File: config.mk
export PLATFORM = sky130hd
export DESIGN_NAME = tcdm_master_port
export DESIGN_NICKNAME = d
export VERILOG_FILES = /design/src/rtl/tcdm_master_port.sv
export SDC_FILE = /design/constraint.sdc
export NUM_CORES = 1
export LEC_CHECK = 0
export BUFFER_PORTS_ARGS = -buffer_cell sky130_fd_sc_hd__buf_4
export CORE_MARGIN = 2
export CORE_UTILIZATION = 55
export DETAILED_ROUTE_END_ITERATION = 12
export PLACE_DENSITY = 0.84
export SLEW_MARGIN = 15
export SYNTH_ARGS = -nofsm -noshare
export SYNTH_HDL_FRONTEND = slang
export SYNTH_SLANG_ARGS = --single-unit
export TNS_END_PERCENT = 10
File: constraint.sdc
create_clock -name clk_i -period 2.15 [get_ports clk_i]
set_clock_uncertainty 0.2 [all_clocks]
set_input_delay 0.43 -clock clk_i [delete_from_list [all_inputs] [get_ports clk_i]]
set_output_delay 0.43 -clock clk_i [all_outputs]
set_load 0.02 [all_outputs]
File: src/rtl/tcdm_master_port.sv
// Per-master TCDM crossbar front end: one-entry request slot, credit-gated issue
// and an in-order response FIFO sized to the credit limit.

module tcdm_master_port #(
    parameter int unsigned NumOut        = 4,
    parameter int unsigned ReqDataWidth  = 32,
    parameter int unsigned RespDataWidth = 32,
    parameter int unsigned RespLat       = 1,
    parameter int unsigned RespDepth     = 4,
    parameter logic        WriteRespOn   = 1'b1
) (
    input  logic                         clk_i,
    input  logic                         rst_ni,
    input  logic                         req_valid_i,
    output logic                         req_ready_o,
    input  logic [$clog2(NumOut)-1:0]    req_add_i,
    input  logic                         req_wen_i,
    input  logic [ReqDataWidth-1:0]      req_wdata_i,
    output logic                         resp_valid_o,
    input  logic                         resp_ready_i,
    output logic [RespDataWidth-1:0]     resp_rdata_o,
    output logic                         xbar_req_o,
    output logic [$clog2(NumOut)-1:0]    xbar_add_o,
    output logic                         xbar_wen_o,
    output logic [ReqDataWidth-1:0]      xbar_wdata_o,
    input  logic                         xbar_gnt_i,
    input  logic                         xbar_vld_i,
    input  logic [RespDataWidth-1:0]     xbar_rdata_i
);

    localparam int unsigned AddrWidth = $clog2(NumOut);
    localparam int unsigned CntWidth  = $clog2(RespDepth + 1);
    localparam int unsigned PtrWidth  = (RespDepth > 1) ? $clog2(RespDepth) : 1;
    localparam logic [CntWidth-1:0] DepthVal = CntWidth'(RespDepth);
    localparam logic [PtrWidth-1:0] LastPtr  = PtrWidth'(RespDepth - 1);

    function automatic logic [PtrWidth-1:0] ptr_inc(input logic [PtrWidth-1:0] ptr);
        logic [PtrWidth-1:0] nxt;
        if (ptr == LastPtr) begin
            nxt = '0;
        end else begin
            nxt = ptr + PtrWidth'(1);
        end
        return nxt;
    endfunction

    logic                     req_valid_q, req_valid_d;
    logic [AddrWidth-1:0]     req_add_q, req_add_d;
    logic                     req_wen_q, req_wen_d;
    logic [ReqDataWidth-1:0]  req_wdata_q, req_wdata_d;
    logic [CntWidth-1:0]      credits_q, credits_d;
    logic [CntWidth-1:0]      fill_q, fill_d;
    logic [PtrWidth-1:0]      wr_ptr_q, wr_ptr_d;
    logic [PtrWidth-1:0]      rd_ptr_q, rd_ptr_d;
    logic [RespDataWidth-1:0] fifo_mem_q [RespDepth];

    logic needs_resp_s, issue_ok_s, issue_s, load_s;
    logic credit_inc_s, push_s, pop_s, fifo_full_s;

    // A slot holding a store with write responses disabled never waits on credits.
    assign needs_resp_s = !req_wen_q || WriteRespOn;
    assign issue_ok_s   = !needs_resp_s || (credits_q < DepthVal);
    assign xbar_req_o   = req_valid_q && issue_ok_s;
    assign issue_s      = xbar_req_o && xbar_gnt_i;
    assign req_ready_o  = !req_valid_q || issue_s;
    assign load_s       = req_valid_i && req_ready_o;
    assign credit_inc_s = issue_s && needs_resp_s;

    assign xbar_add_o   = req_add_q;
    assign xbar_wen_o   = req_wen_q;
    assign xbar_wdata_o = req_wdata_q;

    assign push_s       = xbar_vld_i;
    assign resp_valid_o = (fill_q != '0);
    assign pop_s        = resp_valid_o && resp_ready_i;
    assign fifo_full_s  = (fill_q == DepthVal);
    assign resp_rdata_o = fifo_mem_q[rd_ptr_q];

    // Request slot next state: a load wins over the clear caused by issue.
    always_comb begin
        req_valid_d = req_valid_q;
        req_add_d   = req_add_q;
        req_wen_d   = req_wen_q;
        req_wdata_d = req_wdata_q;
        if (load_s) begin
            req_valid_d = 1'b1;
            req_add_d   = req_add_i;
            req_wen_d   = req_wen_i;
            req_wdata_d = req_wdata_i;
        end else if (issue_s) begin
            req_valid_d = 1'b0;
        end else begin
            req_valid_d = req_valid_q;
        end
    end

    // Credit counter: outstanding responses plus FIFO occupancy.
    always_comb begin
        credits_d = credits_q;
        case ({credit_inc_s, pop_s})
            2'b10:   credits_d = credits_q + CntWidth'(1);
            2'b01:   credits_d = credits_q - CntWidth'(1);
            default: credits_d = credits_q;
        endcase
    end

    // FIFO fill level and pointers; no bypass, so a push into empty shows next cycle.
    always_comb begin
        fill_d   = fill_q;
        wr_ptr_d = wr_ptr_q;
        rd_ptr_d = rd_ptr_q;
        case ({push_s, pop_s})
            2'b10:   fill_d = fill_q + CntWidth'(1);
            2'b01:   fill_d = fill_q - CntWidth'(1);
            default: fill_d = fill_q;
        endcase
        if (push_s) begin
            wr_ptr_d = ptr_inc(wr_ptr_q);
        end else begin
            wr_ptr_d = wr_ptr_q;
        end
        if (pop_s) begin
            rd_ptr_d = ptr_inc(rd_ptr_q);
        end else begin
            rd_ptr_d = rd_ptr_q;
        end
    end

    // Control state registers.
    always_ff @(posedge clk_i or negedge rst_ni) begin
        if (!rst_ni) begin
            req_valid_q <= 1'b0;
            req_add_q   <= '0;
            req_wen_q   <= 1'b0;
            req_wdata_q <= '0;
            credits_q   <= '0;
            fill_q      <= '0;
            wr_ptr_q    <= '0;
            rd_ptr_q    <= '0;
        end else begin
            req_valid_q <= req_valid_d;
            req_add_q   <= req_add_d;
            req_wen_q   <= req_wen_d;
            req_wdata_q <= req_wdata_d;
            credits_q   <= credits_d;
            fill_q      <= fill_d;
            wr_ptr_q    <= wr_ptr_d;
            rd_ptr_q    <= rd_ptr_d;
        end
    end

    // Response storage, cleared so the head reads zero out of reset.
    always_ff @(posedge clk_i or negedge rst_ni) begin
        if (!rst_ni) begin
            for (int i = 0; i < int'(RespDepth); i++) begin
                fifo_mem_q[i] <= '0;
            end
        end else if (push_s) begin
            fifo_mem_q[wr_ptr_q] <= xbar_rdata_i;
        end
    end

    tcdm_master_port_chk #(
        .RespLat (RespLat)
    ) u_chk (
        .clk_i        (clk_i),
        .rst_ni       (rst_ni),
        .push_i       (push_s),
        .pop_i        (pop_s),
        .full_i       (fifo_full_s),
        .issue_resp_i (credit_inc_s)
    );

endmodule

// Protocol checks: no push into a full FIFO, and every response lines up
// with an issue exactly RespLat cycles earlier.
module tcdm_master_port_chk #(
    parameter int unsigned RespLat = 1
) (
    input logic clk_i,
    input logic rst_ni,
    input logic push_i,
    input logic pop_i,
    input logic full_i,
    input logic issue_resp_i
);

    a_no_overflow: assert property (@(posedge clk_i) disable iff (!rst_ni)
        !(push_i && full_i && !pop_i));

    a_resp_latency: assert property (@(posedge clk_i) disable iff (!rst_ni)
        push_i |-> $past(issue_resp_i, RespLat));

endmodule

==> results.toml, run 1 <==
[power_and_ir_drop]
p_leak_nw = 4.32
p_switching_mw = 5.56
comb_power_share_pct = 48.3
seq_power_share_pct = 34.8
ir_worst_vdd_mv = 0.916
power_report.internal_total_mw = 11.2
p_per_area_mw_per_mm2 = 1740
power_switching_share_pct = 33.1
power.clock.fraction_pct = 16.9

[floorplanning]
start_util_pct = 56.2
ios = 143
coreArea_mm2 = 0.0132
die_area_mm2 = 0.0145
chipWidth_um = 120
fp.dieH_um = 120
rows = 42

[cells_and_area]
diodes = 0
fin_area_mm2 = 0.00961
area_growth_pct = 29.2
multi_input_area_mm2 = 0.00290
layout.nets = 685
drive_gt1_share_pct = 65.1
seq_area_mm2 = 0.00436
fillers = 844

[run_status]
failed_checks = "setup timing"
run_status = "complete, but fails checks"

[sta]
finalHoldViolations = 0
post-route-period-util_pct = 112
finalSetupViolations = 32
period_needed_ps = 2410
finalMaxSlewViolations = 0
slew_headroom_pct = 66.5
layout_setup_ws_ps = -257
holdWs_ps = 22.6
grt_setup_unrepaired = "yes"
tightestPinTransition_ps = 502
fmax_mhz = 415

[place]
numPortBuffers = 142
place.detailed.hpwl_um = 10300
dpl_cell_area_mm2 = 0.00882
place_congestion = 0.760

[yosys]
synth_area_leaders = "dfrtp_1 (59%), mux2_2 (25%), mux4_2 (9.7%)"
synth-async-reset-ratio_pct = 100
yosys_warnings = 0
ys_ff_latch = 174
seq_area_frac_synth_pct = 58.5
postSynthAreaPerCell_um2 = 16.9
synth_cells = 440
synth_edf_count = 0
synth.distinct_cells = 21
yosys.area.top_type = "dfrtp_1"
ys.flop_type = "dfrtp_1"
yosysMostFrequentCell = "dfrtp_1"
synthTopCellsByCount = "dfrtp_1 (174), mux2_2 (165), mux4_2 (32), buf_2 (12), inv_1 (10)"
syn_area_mm2 = 0.00744
syn-num-nets = 522
yosysTopAreaCellShare_pct = 58.5

[worst_setup_path]
start_kind = "flip-flop"
required_ps = 1520
crit_arrival_ps = 1780
critPathMaxFanout = 7
criticalPathCategory = "reg2out"
cp-end-kind = "output port"
rrSetupSlack_ps = 40

[route]
num_vias = 4295
wirelength_um = 15600
detail_route.wl_per_cell_um = 19.7
antenna_left = 0
vias_per_cell = 5.44
drt_pass1_iterations = 4
drc_errors = 0
drtIter0Drc = 203

[clocking]
clock-sinks = 174
cts_made_buffers = 17
cts_tree = "built"
cts.clk_slew.worst_paths_ps = 60
clockBufferDepth = 2
cts-root-buf = "clkbuf_16"
worstSkewPairLatency_ps = 420
htreeDepth = 4

[global_routing]
antenna_found_initial = 0
overflow = 0
grt_pass1_vias = 4946
grt_usage_pct = 23.6
grt_max_degree = 52
grt_pass1_wl_um = 25700

[flow_run]
maxCapViolCount = 0

[worst_hold_path]
hp-class = "in2reg"
registers in the layout, summed over array words and instances, names as in the netlist:
register	cells
wr_ptr_q	2
fifo_mem_q	128
credits_q	3
xbar_wdata_o	32
fill_q	3
req_valid_q	1
xbar_wen_o	1
rd_ptr_q	2
xbar_add_o	2
critical path, cell delays in order (launching register included):
cell and delay [ps]:
dfrtp_2 400, buf_6 140, buf_16 150, mux4_2 510, buf_6 150
placed cells by master, fill, tap and decap left out, types with 2 or more instances in the layout:
master | netlist | routed
xor2_1 | 4 | 4
mux2i_1 | 2 | 2
buf_12 | 0 | 9
clkbuf_8 | 0 | 3
clkbuf_1 | 2 | 2
dfrtp_1 | 174 | 172
mux2_2 | 165 | 165
nand2_2 | 0 | 4
clkinvlp_4 | 0 | 2
inv_1 | 10 | 10
clkbuf_16 | 0 | 17
mux4_2 | 32 | 32
xnor2_1 | 2 | 2
clkinv_2 | 0 | 4
buf_6 | 6 | 33
nand2_1 | 8 | 4
fa_1 | 2 | 2
o21ai_0 | 2 | 2
ha_1 | 7 | 7
buf_16 | 0 | 3
nor2_1 | 3 | 3
dfrtp_2 | 0 | 2
buf_4 | 3 | 121
power groups by stage:
stage / Combinational, mW / Clock (mW) / Sequential, mW
global placement: 7.17 / 0 / 5.71
finish: 8.10 / 2.83 / 5.83
floorplan: 4.51 / 0 / 5.99
detailed placement: 7.40 / 0 / 5.86
CTS: 8.21 / 2.88 / 5.83
global route: 8.59 / 3.03 / 6.04
cell families (layout without fill, tap and decap cells):
family	Yosys count	count (layout)	synth area share [%]
AOI/OAI and AO/OA	3	3	0.387
xor gates and xnor gates	6	6	0.707
adders and majority gates	9	9	1.72
buffers and inverters	33	206	2.62
DFF	174	174	58.5
muxes	199	199	34.9
and+or+nand+nor	16	16	1.08
layout make-up:
type	instances	share of cell area, %
tap	176	2.29
inverter	10	0.391
multi-input combinational	233	30.2
clock buffer	22	4.93
timing repair buffer	167	16.2
clock inverter	7	0.677
sequential	174	45.3
per-layer routing:
layer	part of all wire [%]	vias to the layer above	global-route usage [%]
li1	-	1922	-
met1	40	2235	28.3
met2	52	125	41.3
met3	6.5	13	7.26
met4	1.1	0	7.19
met5	0	-	0
worst paths after layout:
check | startpoint | endpoint | cells past startpoint
setup reg to reg | fill_q[0] | credits_q[2] | 9
hold reg to reg | credits_q[0] | credits_q[0] | 1
max in group asynchronous | rst_ni | fifo_mem_q[80] | 3
setup / recovery | rd_ptr_q[0] | resp_rdata_o[31] | 4
min in group asynchronous | rst_ni | fifo_mem_q[29] | 2
hold / removal | req_valid_i | req_valid_q | 2
stage by stage:
stage	instances	power, mW	utilization, %	setup WS [ps]	setup TNS [ps]
floorplan	440	10.5	-	79.1	0
global placement	753	12.9	66.6	136	0
detailed placement	753	13.3	66.6	53.7	0
CTS	789	16.9	72.6	-285	-8660
global route	789	17.7	72.6	-323	-9850
finish	789	16.8	72.6	-257	-7790
repair_timing:
action                     4_1_cts  5_1_grt
resized for setup               38        0
setup endpoints to repair       32       34
hold endpoints to repair        46        0
hold buffers                     1        0
buffers inserted                 3        0
cloned                           3        0
Note: power is estimated with default switching activity, not from simulation.
==> inputs of run 2 (changes only) <==
ABC_AREA = 1   (was default)
CORE_UTILIZATION = 56   (was 55)
PLACE_DENSITY = 0.85   (was 0.84)
RECOVER_POWER = 25   (was default)
==> results.toml, run 2 <==
[clocking]
cts_tree = "built"
clockBufferDepth = 2
cts_made_buffers = 17
worstSkewPairLatency_ps = 430
cts.clk_slew.worst_paths_ps = 60
htreeDepth = 4
cts-root-buf = "clkbuf_16"
clock-sinks = 174

[floorplanning]
chipWidth_um = 124
start_util_pct = 57.6
die_area_mm2 = 0.0153
ios = 143
fp.dieH_um = 124
coreArea_mm2 = 0.0139
rows = 43

[worst_setup_path]
worst-path-stages = 6
crit_arrival_ps = 1760
required_ps = 1520
slowest_stage = "dfrtp_4"
cp-end-kind = "output port"
criticalPathCategory = "reg2out"
cp_top_family = "flip-flops"
ff2ff_path_depth = 11
critPathMaxFanout = 16
path_cells = "buf_8 -> clkbuf_16 -> a21oi_1 -> o21ai_0 -> nand2_1 -> buf_6"
start_kind = "flip-flop"
critical_path_buf_inv_count = 3
cpPeakStageDelay_ps = 490

[cells_and_area]
layout.nets = 1127
fillers = 1089
final_common_cell = "nand2_1"
top_register = "fifo_mem_q"
multi_input_area_mm2 = 0.00277
drive_gt1_share_pct = 19.9
seq_area_mm2 = 0.00436
final_cells = 1237
largest_reg_flops = 128
final_cell_mix = "nand2_1 (281), dfrtp_1 (172), buf_4 (136)"
area_growth_pct = 22.1
diodes = 0

[yosys]
synth_area_leaders = "dfrtp_1 (54%), nand2_1 (13%), o21ai_0 (9.3%)"
yosysMostFrequentCell = "nand2_1"
synth_cells = 916
synthTopCellsByCount = "nand2_1 (281), dfrtp_1 (174), o21ai_0 (149), inv_1 (114), nand3_1 (40)"
synthSimpleGateAreaFrac_pct = 17.0
ys_ff_latch = 174
syn-num-nets = 998
yosys.area.top_type = "dfrtp_1"
synth.distinct_cells = 21
syn_area_mm2 = 0.00803
synth_compound_area_share_pct = 15.3
yosysTopAreaCellShare_pct = 54.2
synth_edf_count = 0
postSynthAreaPerCell_um2 = 8.76
synth_xor_area_share_pct = 0.218
synth_top_family_by_area = "simple AND/OR/NAND/NOR gates"
ys.flop_type = "dfrtp_1"
synthMuxAreaShare_pct = 0
yosys_warnings = 0
seq_area_frac_synth_pct = 54.2
synth-async-reset-ratio_pct = 100
synthAdderAreaFrac_pct = 1.59

[route]
vias_per_cell = 5.34
num_vias = 6603
detail_route.wl_per_cell_um = 15.2
wirelength_um = 18800
antenna_left = 0
drc_errors = 0
drt_pass1_iterations = 6
drtIter0Drc = 718

[power_and_ir_drop]
p_leak_nw = 5.11
p_per_area_mw_per_mm2 = 1670
total_power_mw = 16.4
ir_worst_vdd_mv = 1.01

[worst_hold_path]
hp-class = "in2reg"
whs_path_depth = 3

[sta]
fmax_mhz = 419
tightestPinTransition_ps = 733
finalHoldViolations = 0
fin_tns_setup_ps = -4950
finalMaxSlewViolations = 0
slew_headroom_pct = 51.1
finalSetupViolations = 32
period_needed_ps = 2390
layout_setup_ws_ps = -237
post-route-period-util_pct = 111
grt_setup_unrepaired = "yes"

[global_routing]
grt_usage_pct = 23.8
grt_pass1_vias = 6115
overflow = 0
grt_pass1_wl_um = 28700
antenna_found_initial = 0
grt_max_degree = 69

[place]
place.detailed.hpwl_um = 10700
dp_slack_ps = 156
place_congestion = 0.768
numPortBuffers = 142
dp_cells = 1194

[run_status]
run_status = "complete, but fails checks"
failed_checks = "setup timing"

[flow_run]
maxCapViolCount = 0
## run 2: cell types whose count changed in the layout (fill, tap and decap cells not counted), sizes merged, moves of 3 or more
cell    change
buf         -9
nand3      +40
xor2        -4
mux4       -32
a21oi      +32
mux2      -165
o211ai     +32
nand2     +278
o21ai     +163
clkbuf     +11
inv       +104
clkinv      +3
## run 2: area by class of cell
class | count | share of cell area, %
multi-input cells | 571 | 28.3
inverters | 114 | 4.37
clock buffers | 24 | 4.92
repair buffers | 167 | 15.2
well taps | 180 | 2.30
clock inverters | 7 | 0.396
flip-flops and latches | 174 | 44.5
## run 2: worst paths after layout
| check | start | end | slack, ps |
|---|---|---|---|
| worst max-delay path | rd_ptr_q[0] | resp_rdata_o[30] | -240 |
| worst min-delay path | req_wdata_i[30] | xbar_wdata_o[30] | 30 |
| worst max register to register | fill_q[1] | fill_q[2] | 190 |
| worst min register to register | credits_q[0] | credits_q[0] | 280 |
| max in group asynchronous | rst_ni | rd_ptr_q[0] | 280 |
| min in group asynchronous | rst_ni | fifo_mem_q[67] | 390 |
## run 2: cells by family after synthesis
| group | Yosys count |
|---|---|
| AOI/OAI and AO/OA | 229 |
| xor gates and xnor gates | 2 |
| adders and majority gates | 9 |
| buffers and inverters | 171 |
| DFF | 174 |
| and+or+nand+nor | 331 |
## run 2: layer usage
metal | vias to the layer above | track usage, % | routed length (um)
li1 | 3191 | - | -
met1 | 3173 | 31.3 | 8040
met2 | 216 | 38.6 | 9070
met3 | 23 | 6.87 | 1430
met4 | 0 | 7.39 | 276
met5 | - | 0 | 0
## run 2: worst reg2reg max path, stage by stage, from the launching register on
cell	delay (ps)
dfrtp_1	350
inv_1	80
nand3_2	100
nand2_1	100
inv_1	100
ha_1	180
inv_1	70
fa_1	380
nand2_1	100
nand3_1	80
nand2_1	60
nand2_1	50
## run 2: report_power, final
group / total (mW) / switching [mW] / internal [mW]
Combinational: 7.94 / 4.64 / 3.30
Sequential: 5.70 / 0.880 / 4.82
Clock: 2.76 / 1.21 / 1.55
Total: 16.4 / 6.73 / 9.67
## run 2: what timing repair did
action,4_1_cts,5_1_grt
resized for setup,0,44
endpoints found under the setup margin,32,35
setup buffers,0,2
cloned,0,9
hold endpoints to repair,97,0
hold buffers,1,0
pin swaps,0,19
## run 2: through the flow
step / instance area, um2 / hold slack, ps / util (%)
after floorplan: 8030 / -65.6 / -
after CTS: 9530 / 19.0 / 68.4
after global placement: 8990 / 127 / 64.6
final: 9800 / 27.3 / 70.3
after detailed placement: 8990 / 126 / 64.6
after global routing: 9800 / 29.2 / 70.3
